<file path="src/rtl/writeback_arbiter.sv">
// writeback_arbiter: picks one completed result per cycle from p_num_pipes
// functional-unit pipes, holds it in a single output register and drives the
// regfile write port plus the commit notification to the in-order tracker.
// Optional feature macro: WB_ARB_ROUND_ROBIN_EN selects round-robin arbitration
// (default build uses fixed priority, lowest pipe index wins).
module writeback_arbiter #(
  parameter int unsigned p_num_pipes    = 2,
  parameter int unsigned p_addr_bits    = 5,
  parameter int unsigned p_data_bits    = 32,
  parameter int unsigned p_seq_num_bits = 5
) (
  input  logic                                        clk,
  input  logic                                        rst,
  input  logic [p_num_pipes-1:0]                      pipe_val,
  output logic [p_num_pipes-1:0]                      pipe_rdy,
  input  logic [p_num_pipes-1:0][p_addr_bits-1:0]     pipe_waddr,
  input  logic [p_num_pipes-1:0][p_data_bits-1:0]     pipe_wdata,
  input  logic [p_num_pipes-1:0]                      pipe_wen,
  input  logic [p_num_pipes-1:0][p_seq_num_bits-1:0]  pipe_seq_num,
  output logic [p_addr_bits-1:0]                      rf_waddr,
  output logic [p_data_bits-1:0]                      rf_wdata,
  output logic                                        rf_wen,
  output logic                                        commit_val,
  input  logic                                        commit_rdy,
  output logic [p_seq_num_bits-1:0]                   commit_seq_num
);

  localparam int unsigned ptr_bits = (p_num_pipes > 1) ? $clog2(p_num_pipes) : 1;

  logic                      out_val_q,   out_val_d;
  logic [p_addr_bits-1:0]    out_waddr_q, out_waddr_d;
  logic [p_data_bits-1:0]    out_wdata_q, out_wdata_d;
  logic                      out_wen_q,   out_wen_d;
  logic [p_seq_num_bits-1:0] out_seq_q,   out_seq_d;

  logic [p_num_pipes-1:0] grant;
  logic [ptr_bits-1:0]    grant_idx;
  logic                   any_val;
  logic                   fire;
  logic                   accept;
  logic                   xfer;
  int unsigned            arb_idx;

`ifdef WB_ARB_ROUND_ROBIN_EN
  logic [ptr_bits-1:0] ptr_q, ptr_d;
`endif

  // Arbitration: one-hot grant from pipe_val and pointer only, never commit_rdy
  always_comb begin
    grant     = '0;
    grant_idx = '0;
    any_val   = 1'b0;
    arb_idx   = 0;
    for (int unsigned k = 0; k < p_num_pipes; k++) begin
`ifdef WB_ARB_ROUND_ROBIN_EN
      arb_idx = (32'(ptr_q) + k) % p_num_pipes;
`else
      arb_idx = k;
`endif
      if (!any_val && pipe_val[ptr_bits'(arb_idx)]) begin
        any_val                     = 1'b1;
        grant[ptr_bits'(arb_idx)]   = 1'b1;
        grant_idx                   = ptr_bits'(arb_idx);
      end
    end
  end

  // Handshake and next-state for the output register (and pointer)
  always_comb begin
    fire        = out_val_q & commit_rdy;
    accept      = ~out_val_q | fire;
    xfer        = any_val & accept & ~rst;
    pipe_rdy    = rst ? '0 : (grant & {p_num_pipes{accept}});
    out_val_d   = out_val_q;
    out_waddr_d = out_waddr_q;
    out_wdata_d = out_wdata_q;
    out_wen_d   = out_wen_q;
    out_seq_d   = out_seq_q;
`ifdef WB_ARB_ROUND_ROBIN_EN
    ptr_d       = ptr_q;
`endif
    if (xfer) begin
      out_val_d   = 1'b1;
      out_waddr_d = pipe_waddr[grant_idx];
      out_wdata_d = pipe_wdata[grant_idx];
      out_wen_d   = pipe_wen[grant_idx];
      out_seq_d   = pipe_seq_num[grant_idx];
`ifdef WB_ARB_ROUND_ROBIN_EN
      ptr_d       = ptr_bits'((32'(grant_idx) + 32'd1) % p_num_pipes);
`endif
    end else if (fire) begin
      out_val_d = 1'b0;
    end
  end

  // Output register; reset discards any held result
  always_ff @(posedge clk or posedge rst) begin
    if (rst) begin
      out_val_q   <= 1'b0;
      out_waddr_q <= '0;
      out_wdata_q <= '0;
      out_wen_q   <= 1'b0;
      out_seq_q   <= '0;
    end else begin
      out_val_q   <= out_val_d;
      out_waddr_q <= out_waddr_d;
      out_wdata_q <= out_wdata_d;
      out_wen_q   <= out_wen_d;
      out_seq_q   <= out_seq_d;
    end
  end

`ifdef WB_ARB_ROUND_ROBIN_EN
  // Round-robin pointer: moves past the pipe that just transferred
  always_ff @(posedge clk or posedge rst) begin
    if (rst) begin
      ptr_q <= '0;
    end else begin
      ptr_q <= ptr_d;
    end
  end
`endif

  // Regfile write only on fire, so a stalled commit never writes twice; r0 is never written
  assign rf_wen         = fire & out_wen_q & (out_waddr_q != '0);
  assign rf_waddr       = out_waddr_q;
  assign rf_wdata       = out_wdata_q;
  assign commit_val     = out_val_q;
  assign commit_seq_num = out_seq_q;

endmodule
</file>
<file path="config.mk">
export PLATFORM = sky130hd
export DESIGN_NAME = writeback_arbiter
export DESIGN_NICKNAME = d
export VERILOG_FILES = /design/src/rtl/writeback_arbiter.sv
export SDC_FILE = /design/constraint.sdc
export NUM_CORES = 1
export LEC_CHECK = 0
export BUFFER_PORTS_ARGS = -buffer_cell sky130_fd_sc_hd__buf_2
export CAP_MARGIN = 5
export CELL_PAD_IN_SITES_DETAIL_PLACEMENT = 1
export CELL_PAD_IN_SITES_GLOBAL_PLACEMENT = 1
export CORE_MARGIN = 1.5
export CORE_UTILIZATION = 35
export DETAILED_ROUTE_END_ITERATION = 8
export PLACE_DENSITY_LB_ADDON = 0.1
export SLEW_MARGIN = 10
export SYNTH_ARGS = -nofsm -noshare
export SYNTH_HDL_FRONTEND = slang
export SYNTH_SLANG_ARGS = --single-unit
</file>
<file path="constraint.sdc">
create_clock -name clk -period 4.4 [get_ports clk]
set_clock_uncertainty 0.2 [all_clocks]
set_input_delay 0.44 -clock clk [delete_from_list [all_inputs] [get_ports clk]]
set_output_delay 0.44 -clock clk [all_outputs]
set_load 0.01 [all_outputs]
</file>
* After elaboration in Yosys (flattened, before gate mapping) *
Index checks and enable logic that the tools add are counted.
W data, S select, Z words.

word-level totals
  bits in registers = 44
  bits of input ports = 91
  output and inout port bits = 46
  word-level logic and storage cells = 33

operators by class
  magnitude comparators = 1
  mux-type cells = 14
  bitwise gates (word level) = 9
  reduce and logical (&&, ||, !) cells = 4

operators by type and width
  operator              count
  $mux W32              2
  $mux W5               4
  $mux W1               7
  $and A1 B1 Y1         5
  $reduce_bool A5 Y1    1
  $and A2 B2 Y2         1
  $lt A1 B2 Y1 const B  1
  $mux W2               1
  $not A1 Y1            2
  $reduce_bool A2 Y1    1
  $logic_and A1 B1 Y1   1
  $logic_not A1 Y1      1
  $or A1 B1 Y1          1

* Depth between registers and ports, before layout *
  depth in word-level cells = 7
  depth in mapped cells = 5
  depth with buffers taken out = 3

* Worst setup path before layout *
OpenSTA, ideal clock, no wires.

  kind = reg-to-reg
  start = register out_val_q (netlist: commit_val)
  end = register out_seq_q[4] (netlist: commit_seq_num[4])
  setup time = 0.125 ns
  data arrival time = 1.418 ns
  required time = 4.075 ns
  slack = 2.657 ns
  stages on the path, launching flop included = 5
  path buffers = 1
  period minus slack after synthesis = 1.743 ns
  cells stage by stage = dfrtp_1 nor2b_4 nor3_4 buf_6 mux2_4

between the ends
  word-level cells in the longest chain between the ends = 4
  elaborated cells between the ends (all ways) = 5
  those cells by class = bitwise: 5

RTL lines
  what                                                line    source
  start: declaration                                  30      logic out_val_q, out_val_d;
  start signal: assignment                            105     out_val_q <= out_val_d;
  $and A1 B1 Y1 / $not A1 Y1 (equally long branches)  70, 71
  $or A1 B1 Y1 (*)                                    71      accept = ~out_val_q | fire;
  $and A1 B1 Y1 (*) (2 in series)                     72      xfer = any_val & accept & ~rst;
  end signal: assignment                              109     out_seq_q <= out_seq_d;
  end: declaration                                    34      logic [p_seq_num_bits-1:0] out_seq_q, out_seq_d;

Mark *: on every way between the ends. The rest lies on a longest branch, timed or not.
A chain may end at the register's enable or synchronous reset.

* Worst setup path after layout *
  start = input port pipe_val[0]
  end = output port pipe_rdy[1]

between the ends
  word-level cells in the longest chain between the ends = 6

RTL lines
  what                 line  source
  start: declaration   14    input logic [p_num_pipes-1:0] pipe_val,
  $mux W1              60    if (!any_val && pipe_val[ptr_bits'(arb_idx)]) begin
  $logic_not A1 Y1     60
  $logic_and A1 B1 Y1  60
  $mux W1              60
  $and A2 B2 Y2        73    pipe_rdy = rst ? '0 : (grant & {p_num_pipes{accept}});
  $mux W2              73
  end: declaration     15    output logic [p_num_pipes-1:0] pipe_rdy,

No other way between the ends.

==> results.toml <==
[sta]
tightest_slew_ns = 0.892
holdWs_ns = 0.190
setup_viol = 0
finalHoldViolCount = 0
fin_ws_ns = 2.21
drv_slew = 0
fin_setup_tns_ns = 0
min_period_ns = 2.19
relSlewSlack_pct = 40.4
fmax_ghz = 0.457
rsz0062_at_grt = "no"
fin_crit_sh_pct = 49.7

[power]
p_sw_mw = 0.336
clkPwrFrac_pct = 24.0
total_power_mw = 1.24
intPower_mw = 0.904
p_leak_nw = 1.84
power_frac_seq_pct = 43.2
vdd_drop_max_uv = 134
swShare_pct = 27.1
p_per_area_nw_per_um2 = 367
share_comb_of_total_power_pct = 32.8

[setup_path]
slowest_stage = "nand2b_4"
r2r-start = "commit_val$_DFFE_PP0P_"
crit_type = "primary input to output port"
cp-end-kind = "output port"
reg2reg_to = "rf_wdata[13]$_DFFE_PP0P_"
rr_worst_depth = 4
cpMostUsedCell = "buf_2"
cp_data_required_time_ns = 3.76
arrival_ns = 1.55
start_kind = "primary input"
cpPeakStageDelay_ns = 0.52
path_cells = "buf_2 > nand2b_4 > nor3_1 > buf_2"
r2r_slack_ns = 2.60
worstPathMaxFanout = 44

[global_route]
track_usage_pct = 14.3
grt_pass1_vias = 1782
grt_max_degree = 45
antenna_found_initial = 0
grt_overflow = 0
grt_pass1_wl_um = 8580

[cts]
htreeDepth = 2
post_cts_buffers = 0
clockBufferDepth = 2
cts_tree = "done"
clkLatencyLatePin_ns = 0.28
ctsResizeCount = 0
root_buffer = "clkbuf_8"
cts_num_sinks = 44
clk_pin_slew_worst_paths_ns = 0.08
cts_made_buffers = 5
hold_buffers = 0

[final_layout]
finish.utilization_pct = 48.9
stdcell_count = 384
mostFrequentLayoutCell = "buf_2"
fin_area_um2 = 3370
mostFrequentLayoutCells = "buf_2, mux2_4, dfrtp_1"
area_delta_synth_final_pct = 32.2
diodes = 0
drive_above_1_share_pct = 81.9
nets = 378

[route]
vias = 1715
drt_wl_total_um = 5630
firstDrtPassIters = 4
drc = 0
drt_iter0_drc = 6
ant_nets = 0
wl_per_cell_um = 14.7
via_per_inst = 4.47

[place]
dp_cells = 376
postPlaceCellArea_um2 = 3270
gp_congestion = 0.719
place_hpwl_um = 4160
place_worst_setup_slack_ns = 2.15
port_buffers = 136

[die]
die_x_um = 88.4
io_pins = 137
die_h_um = 88.4
fp.coreArea_um2 = 6910
fp.dieArea_um2 = 7810
start_util_pct = 37.0
row_count = 30

[yosys]
synth_cells = 151
avgSynthCellArea_um2 = 16.9
netlist_area_um2 = 2550
ys_warn_count = 0
ys_seq_area_share_pct = 43.1
ys_types = 14
ys_ff_latch = 44
syn_nets = 242

[run_status]
status = "finished clean"

[job]
max_cap_viol_count = 0

[hold_path]
hold_class = "primary input to asynchronous set/reset pin"
-- cells in the mapped netlist --
library cell / count / share of area [%]
a21oi_1: 1 / 0.20
buf_6: 9 / 4.0
dfrtp_1: 44 / 43
inv_1: 1 / 0.15
mux2_2: 8 / 3.5
mux2_4: 78 / 46
nand2b_4: 1 / 0.54
nand3_1: 1 / 0.20
nor2_1: 2 / 0.29
nor2b_4: 1 / 0.54
nor3_1: 2 / 0.39
nor3_4: 1 / 0.64
nor3b_1: 1 / 0.29
or2_2: 1 / 0.25
-- worst max-delay path by stage --
stage | slack (ns) | to | startpoint
final | 2.21 | pipe_rdy[1] | pipe_val[0]
after global routing | 2.06 | pipe_rdy[1] | pipe_val[0]
after CTS | 2.15 | pipe_rdy[1] | pipe_val[0]
after detailed placement | 2.15 | pipe_rdy[1] | pipe_val[0]
after global placement | 2.19 | rf_wdata[30]$_DFFE_PP0P_ | pipe_val[0]
after floorplan | 2.66 | commit_seq_num[4]$_DFFE_PP0P_ | commit_val$_DFFE_PP0P_
-- power by group through the flow --
stage	Clock [mW]	Sequential, mW	Combinational (mW)
after floorplan	0	0.579	0.222
after global placement	0	0.540	0.408
after detailed placement	0	0.541	0.414
after CTS	0.312	0.537	0.414
after global routing	0.329	0.546	0.437
final	0.298	0.536	0.407
-- metal layers --
layer  track usage (%)  wire, µm  up-vias
li1                  -         -      808
met2              24.9      2820       81
met1              17.8      2380      824
met5                 0         0        -
met4              2.13        14        0
met3              4.48       418        2
-- flip-flops by register name, summed over array words and instances (netlist names) --
name            flops
commit_val          1
rf_wdata           32
rf_waddr            5
out_wen_q           1
commit_seq_num      5
-- worst max-delay path, delay by kind of cell --
kind	cells	cell delay, ns
buffers and inverters	2	0.28
and+or+nand+nor	2	0.82
-- layout make-up --
class,count,area (µm²)
fill,761,3530
multi-input combinational,97,1350
sequential,44,1100
timing repair buffer,138,696
tap,96,120
clock buffer,6,72.6
clock inverter,2,35.0
inverter,1,3.75
-- cell families (layout without fill, tap and decap cells) --
logic type / count (synthesis) / after routing / synth area share (%)
muxes: 86 / 86 / 49.4
DFF: 44 / 44 / 43.1
and+or+nand+nor: 10 / 10 / 3.14
buffers and inverters: 10 / 147 / 4.12
AOI/OAI and AO/OA: 1 / 1 / 0.196
(Power assumes the default switching activity.)
